## src/rtl/ifetch_pc_unit.sv

```systemverilog
// ifetch_pc_unit: PC register and instruction fetch with a valid/ready memory handshake and next-PC selection
module ifetch_pc_unit #(
  parameter logic [31:0] RESET_PC      = 32'h0000_0000,
  parameter int          FETCH_TIMEOUT = 255
) (
  input  logic        clock,
  input  logic        reset,
  output logic        imem_req,
  output logic [31:0] imem_addr,
  input  logic [31:0] imem_rdata,
  input  logic        imem_rvalid,
  output logic [31:0] Instruction,
  output logic        instr_valid,
  output logic [31:0] pc,
  output logic [31:0] PC_plus_4,
  input  logic [31:0] Addr_Result,
  input  logic        Zero,
  input  logic [31:0] Read_data_1,
  input  logic        Branch,
  input  logic        nBranch,
  input  logic        Jmp,
  input  logic        Jal,
  input  logic        Jr,
  input  logic        stall,
  output logic [31:0] link_addr,
  output logic        addr_err,
  output logic        fetch_err
);
  typedef enum logic [1:0] {FETCH, EXEC, HALT} state_t;
  localparam logic [7:0] LIMIT = 8'(FETCH_TIMEOUT - 1);
  state_t      state_q, state_d;
  logic [31:0] pc_q, pc_d, instr_q, instr_d, link_q, link_d, next_pc;
  logic [7:0]  cnt_q, cnt_d;
  logic        addr_err_q, addr_err_d, fetch_err_q, fetch_err_d;
  logic        retire, fetch_ok, timeout, take_br;
  assign PC_plus_4   = pc_q + 32'd4;
  assign pc          = pc_q;
  assign imem_addr   = pc_q;
  assign Instruction = instr_q;
  assign link_addr   = link_q;
  assign addr_err    = addr_err_q;
  assign fetch_err   = fetch_err_q;
  // gated by reset so the reset cycle itself never shows a request or a valid instruction
  assign imem_req    = (state_q == FETCH) && !reset;
  assign instr_valid = (state_q == EXEC) && !reset;
  always_comb begin
    take_br     = (Branch && Zero) || (nBranch && !Zero);
    next_pc     = Jr ? {Read_data_1[31:2], 2'b00} :
                  (Jmp || Jal) ? {PC_plus_4[31:28], instr_q[25:0], 2'b00} :
                  take_br ? {Addr_Result[31:2], 2'b00} : PC_plus_4;
    retire      = (state_q == EXEC) && !stall;
    fetch_ok    = (state_q == FETCH) && imem_rvalid;
    timeout     = (state_q == FETCH) && !imem_rvalid && (cnt_q == LIMIT);
    pc_d        = retire ? next_pc : pc_q;
    instr_d     = fetch_ok ? imem_rdata : instr_q;
    link_d      = (retire && Jal) ? PC_plus_4 : link_q;
    addr_err_d  = addr_err_q || (retire && Jr && (Read_data_1[1:0] != 2'b00));
    fetch_err_d = fetch_err_q || timeout;
    cnt_d       = (state_q != FETCH) ? cnt_q : imem_rvalid ? 8'd0 : cnt_q + 8'd1;
    state_d     = fetch_ok ? EXEC : timeout ? HALT : retire ? FETCH : state_q;
  end
  always_ff @(posedge clock) begin
    if (reset) begin
      state_q     <= FETCH;
      pc_q        <= RESET_PC;
      instr_q     <= '0;
      link_q      <= '0;
      cnt_q       <= '0;
      addr_err_q  <= 1'b0;
      fetch_err_q <= 1'b0;
    end else begin
      state_q     <= state_d;
      pc_q        <= pc_d;
      instr_q     <= instr_d;
      link_q      <= link_d;
      cnt_q       <= cnt_d;
      addr_err_q  <= addr_err_d;
      fetch_err_q <= fetch_err_d;
    end
  end
endmodule

```

## config.mk

```make
export PLATFORM = sky130hd
export DESIGN_NAME = ifetch_pc_unit
export DESIGN_NICKNAME = d
export VERILOG_FILES = /design/src/rtl/ifetch_pc_unit.sv
export SDC_FILE = /design/constraint.sdc
export NUM_CORES = 1
export LEC_CHECK = 0
export ABC_AREA = 1
export CORE_UTILIZATION = 40
export CTS_CLUSTER_SIZE = 20
export DETAILED_ROUTE_END_ITERATION = 7
export DONT_BUFFER_PORTS = 1
export HOLD_SLACK_MARGIN = 0.15
export PLACE_DENSITY = 0.59
export SETUP_SLACK_MARGIN = 0.3
export SYNTH_ARGS = -nofsm -noshare
export SYNTH_HDL_FRONTEND = slang
export SYNTH_SLANG_ARGS = --single-unit
```

## constraint.sdc

```tcl
create_clock -name clock -period 1.7 [get_ports clock]
set_input_delay 0.17 -clock clock [delete_from_list [all_inputs] [get_ports clock]]
set_output_delay 0.17 -clock clock [all_outputs]
set_load 0.02 [all_outputs]
```

---- Word-level counts from Yosys, hierarchy flattened ----
Cells that the tools add are included.
Widths: inputs -> output; s select.
word-level totals
  bits in registers ....................... 108
  logic and storage cells ................. 44
cells by class
  equal/unequal tests ..................... 2
  add/sub/neg operators ................... 2
  reductions and logical operators ........ 25
  muxes and demuxes ....................... 7
operators by type and width
  operator               count
  $mux 32                3
  $add 32x3->32 const B  1
  $logic_and 1x1->1      11
  $add 8x1->8 const B    1
  $eq 8x8->1 const B     1
  $mux 8                 1
  $reduce_bool 2->1      3
  $logic_not 1->1        4
  $logic_or 1x1->1       4
  $mux 2                 2
  $reduce_bool 3->1      1
  $eq 2x1->1 const B     1
  $logic_not 2->1        1
  $reduce_or 2->1        1
  $mux 1                 1

---- Logic depth before layout (Yosys ltp) ----
  depth in word-level cells ............... 6
  gate-level depth with buffers ........... 12
  depth with buffers taken out ............ 12

---- Least setup slack after synthesis ----
OpenSTA, ideal clock, no wires.
  path kind ............................... register -> register
  start ................................... register pc_q[2] (netlist: imem_addr[2])
  end ..................................... register pc_q[18] (netlist: imem_addr[18])
  period minus slack after synthesis ...... 1.945 ns
  path slack .............................. -0.245 ns
  setup time .............................. 0.066 ns
  buffers on the path ..................... 0
  cell stages (with the launch flop) ...... 11
  data arrival time ....................... 1.879 ns
  cells stage by stage .................... dfxtp_1 > ha_1 > nand2_2 > nor2_4 > nand2_4 > nor2_8 > xor2_2 > nand2_1 > nand2_1 > nand2_1 > a21oi_2
on the way
  word-level cells in the longest chain between the ends .. 4
RTL lines
  what                    RTL line  RTL
  from (decl)             32        logic [31:0] pc_q, pc_d, instr_q, instr_d, link_q, link_d, next_pc;
  from (signal assigned)  73        pc_q <= pc_d;
  $add 32x3->32           36        assign PC_plus_4 = pc_q + 32'd4;
  net PC_plus_4[18]       15        output logic [31:0] PC_plus_4,
  $mux 32                 50        take_br ? {Addr_Result[31:2], 2'b00} : PC_plus_4;
  $mux 32                 49        (Jmp || Jal) ? {PC_plus_4[31:28], instr_q[25:0], 2'b00} :
  $mux 32                 48        next_pc = Jr ? {Read_data_1[31:2], 2'b00} :
The timed path passes the listed nets, and every way through them passes these cells.
A chain may end at the register's enable or synchronous reset.

---- Worst setup path after layout ----
  start ................................... register pc_q[2] (netlist: imem_addr[2])
  end ..................................... output port PC_plus_4[30]
on the way
  word-level cells in the longest chain between the ends .. 1
RTL lines
  what           RTL line
  $add 32x3->32  36
  to (decl)      15
Every way passes these cells.

==> impl_metrics.json <==
{
  "cts_tree": "done",
  "power_frac_comb_pct": 21.2,
  "finalCritPeriodShare_pct": 118,
  "crit_buf_inv": 1,
  "yosysWarningCount": 0,
  "hpwl_mm": 14.5,
  "cpPeakStageDelay_ns": 0.38,
  "worstHoldStart": "Addr_Result[16]",
  "arrival_ns": 1.83,
  "htree_num_levels": 3,
  "crit_start": "imem_addr[2]",
  "setup_ws_ns": -0.304,
  "tns_ns": -6.77,
  "crit_path_start_kind": "flop",
  "syn_area_mm2": 0.00596,
  "antenna_found_initial": 0,
  "synth_edf_count": 0,
  "synth.most_common_cell": "nand2_1",
  "path_max_fanout": 4,
  "drv_slew": 0,
  "syn2layout_area_growth_pct": 53.2,
  "crit_required_ns": 1.53,
  "final_cell_area_mm2": 0.00913,
  "pin_count": 270,
  "synthTopCellsByArea": "dfxtp_1 (35%), nand2_1 (13%), nor2_1 (12%), o21ai_0 (6.2%), a21oi_1 (5.5%)",
  "drt-total-wl_mm": 22.7,
  "cell_internal_pwr_mw": 4.49,
  "synth_commonest_cells": "nand2_1 (213), nor2_1 (189), dfxtp_1 (104), inv_1 (87), o21ai_0 (74)",
  "reg2reg_to": "imem_addr[30]",
  "avgSynthCellArea_um2": 6.51,
  "p_leak_nw": 4.13,
  "via_per_inst": 5.14,
  "hold_depth": 6,
  "root_buffer": "clkbuf_16",
  "gp_congestion": 0.854,
  "place_inst": 1105,
  "die_w_um": 124,
  "drt_iter0_drc": 402,
  "synth_cell_type_count": 37,
  "max_slew.worst_pin.slew_ns": 0.931,
  "fin_nets": 1191,
  "worstRegToRegCells": 15,
  "grt_pass1_wl_mm": 31.3,
  "drive_above_1_share_pct": 32.5,
  "seq_power_share_pct": 43.2,
  "switching_share_pct": 31.5,
  "hp-class": "input pin to flop",
  "synth_top_cell_by_area": "dfxtp_1",
  "r2r_start": "imem_addr[2]",
  "critical_path_class": "flop to output pin",
  "fmax_mhz": 499,
  "clock_skew_ns": 0.0113,
  "grt_use_total_pct": 27.4,
  "period_minus_slack_ns": 2.00,
  "synth_top_area_share_pct": 35.0,
  "postPlaceCellArea_mm2": 0.00665,
  "synth_cells": 915,
  "fin_cells": 1271,
  "clk_latency_ns": 0.36,
  "dr.pass1.iters": 5,
  "rsz0062_at_grt": "true",
  "whs_endpoint": "imem_addr[16]",
  "grt-ovfl-total": 0,
  "grt_pass1_vias": 5795,
  "path_common_cell": "nand2_4",
  "die_area_mm2": 0.0154,
  "clockPowerShare_pct": 35.6,
  "clk_pin_slew_ns": 0.08,
  "rrSetupSlack_ns": -0.29,
  "hold_viol": 0,
  "critical_path.top_delay_family": "simple AND/OR/NAND/NOR gates",
  "core-area_mm2": 0.0145,
  "initial_core_util_pct": 41.0,
  "slew_headroom_pct": 37.9,
  "async_reset_ff_share_pct": 0,
  "ys_ff_latch": 104,
  "cts_buffers": 9,
  "grt_max_degree": 51,
  "yosysSeqAreaShare_pct": 35.0,
  "port_buffers": 0,
  "maxCapViolations": 0,
  "status": "complete, but fails checks",
  "slowest_stage": "dfxtp_4",
  "via_count": 6534,
  "wl_per_cell_um": 17.8,
  "diodes": 0,
  "synthFlopType": "dfxtp_1",
  "ant_nets": 0,
  "cts_num_sinks": 104,
  "vdd_drop_max_mv": 0.506,
  "p_total_mw": 6.56,
  "dieHeight_um": 124,
  "p_sw_mw": 2.07,
  "critPathCaptureType": "output pin",
  "setup_viol": 45,
  "clk_path_buf_depth": 2,
  "violations": "setup timing",
  "path_cells": "ha_4 > nand2_4 > nor2_4 > nand2_4 > nor2_4 > nand2_2 > nand2_4 > nand2_4 > buf_12",
  "core.rowCount": 44,
  "drc": 0,
  "cellPowerDensity_mw_per_mm2": 718
}
==> through the flow <==
| step | setup slack [ns] | utilization [%] | hold slack (ns) |
|---|---|---|---|
| after floorplan | 0.0245 | - | 0.305 |
| after global placement | 0.0864 | 45.8 | 0.238 |
| after detailed placement | 0.0242 | 45.8 | 0.237 |
| after CTS | -0.228 | 56.9 | 0.151 |
| after global routing | -0.383 | 62.8 | 0.173 |
| final | -0.304 | 62.8 | 0.153 |
==> state kept, by name, indices dropped and copies added (netlist names) <==
signal	count
link_addr	30
addr_err	1
cnt_q	8
fetch_err	1
imem_addr	30
state_q	2
Instruction	32
==> placed cells by master (no fill, tap or decap), types with 7 or more instances in the layout <==
cell type / count
a21oi_1: 60
a21oi_2: 8
buf_4: 73
buf_6: 61
clkbuf_16: 14
conb_1: 8
dfxtp_1: 75
dfxtp_2: 10
dfxtp_4: 19
dlygate4sd3_1: 82
inv_1: 77
inv_2: 10
nand2_1: 163
nand2_2: 42
nand2_4: 15
nand3_1: 12
nand3_2: 7
nand3b_1: 7
nor2_1: 165
nor2_2: 12
nor2_4: 26
o211ai_1: 10
o21ai_0: 48
o21ai_1: 13
o21ai_2: 16
xor2_4: 10
==> tightest hold or removal path, cell delays in order <==
cell	delay, ns
nand2_1	0.05
nand2_1	0.04
inv_1	0.06
nand2_1	0.05
nand2_1	0.05
a21oi_1	0.05
==> power by group through the flow <==
stage                     sequential, mW  combinational [mW]  clock (mW)
after global routing                2.85                1.50        2.45
after global placement              2.88               0.935           0
final                               2.83                1.39        2.33
after floorplan                     2.90               0.680           0
after detailed placement            2.88               0.944           0
after CTS                           2.83                1.22        2.36
==> timing repair <==
item                                    4_1_cts  5_1_grt
gates resized for setup                      65      155
hold endpoints to repair                     96        0
cloned                                        0        5
buffers inserted                             31       31
endpoints found under the setup margin      108      108
pin swaps                                    38       69
hold buffers                                 83        0
==> metal layers <==
| metal | part of all wire, % | wire (um) | up-vias | global-route usage (%) |
|---|---|---|---|---|
| met5 | 0 | 0 | - | 0 |
| met4 | 3.6 | 814 | 0 | 13.4 |
| met3 | 7.6 | 1720 | 59 | 5.45 |
| met2 | 46 | 10500 | 326 | 42.6 |
| met1 | 42 | 9630 | 3000 | 36.0 |
| li1 | - | - | 3149 | - |
==> worst max-delay path by stage <==
stage | end | slack, ns | depth (start not counted)
4_1_cts | PC_plus_4[21] | -0.23 | 8
6_report | PC_plus_4[30] | -0.30 | 9
3_5_place_dp | imem_addr[26] | 0.02 | 11
2_1_floorplan | imem_addr[14] | 0.02 | 10
3_3_place_gp | imem_addr[20] | 0.09 | 11
5_1_grt | PC_plus_4[12] | -0.38 | 8
==> kinds of logic after synthesis <==
| family | count (synthesis) | synth area share [%] |
|---|---|---|
| compound gates | 160 | 14.3 |
| xor+xnor | 16 | 3.36 |
| simple gates | 463 | 32.8 |
| flops | 104 | 35.0 |
| fa+ha+maj | 3 | 0.630 |
| buf+inv | 168 | 13.9 |
| other cells | 1 | 0.0630 |
==> cell type report <==
cell class                      instances  area, um^2
Multi-Input combinational cell        650        3760
Sequential cell                       104        2170
Timing Repair Buffer                  227        2290
Clock buffer                           13         283
Clock inverter                          3        43.8
Fill cell                            1263        5410
Inverter                               90         345
Tap cell                              184         230
Power figures use the tool's default switching activity.
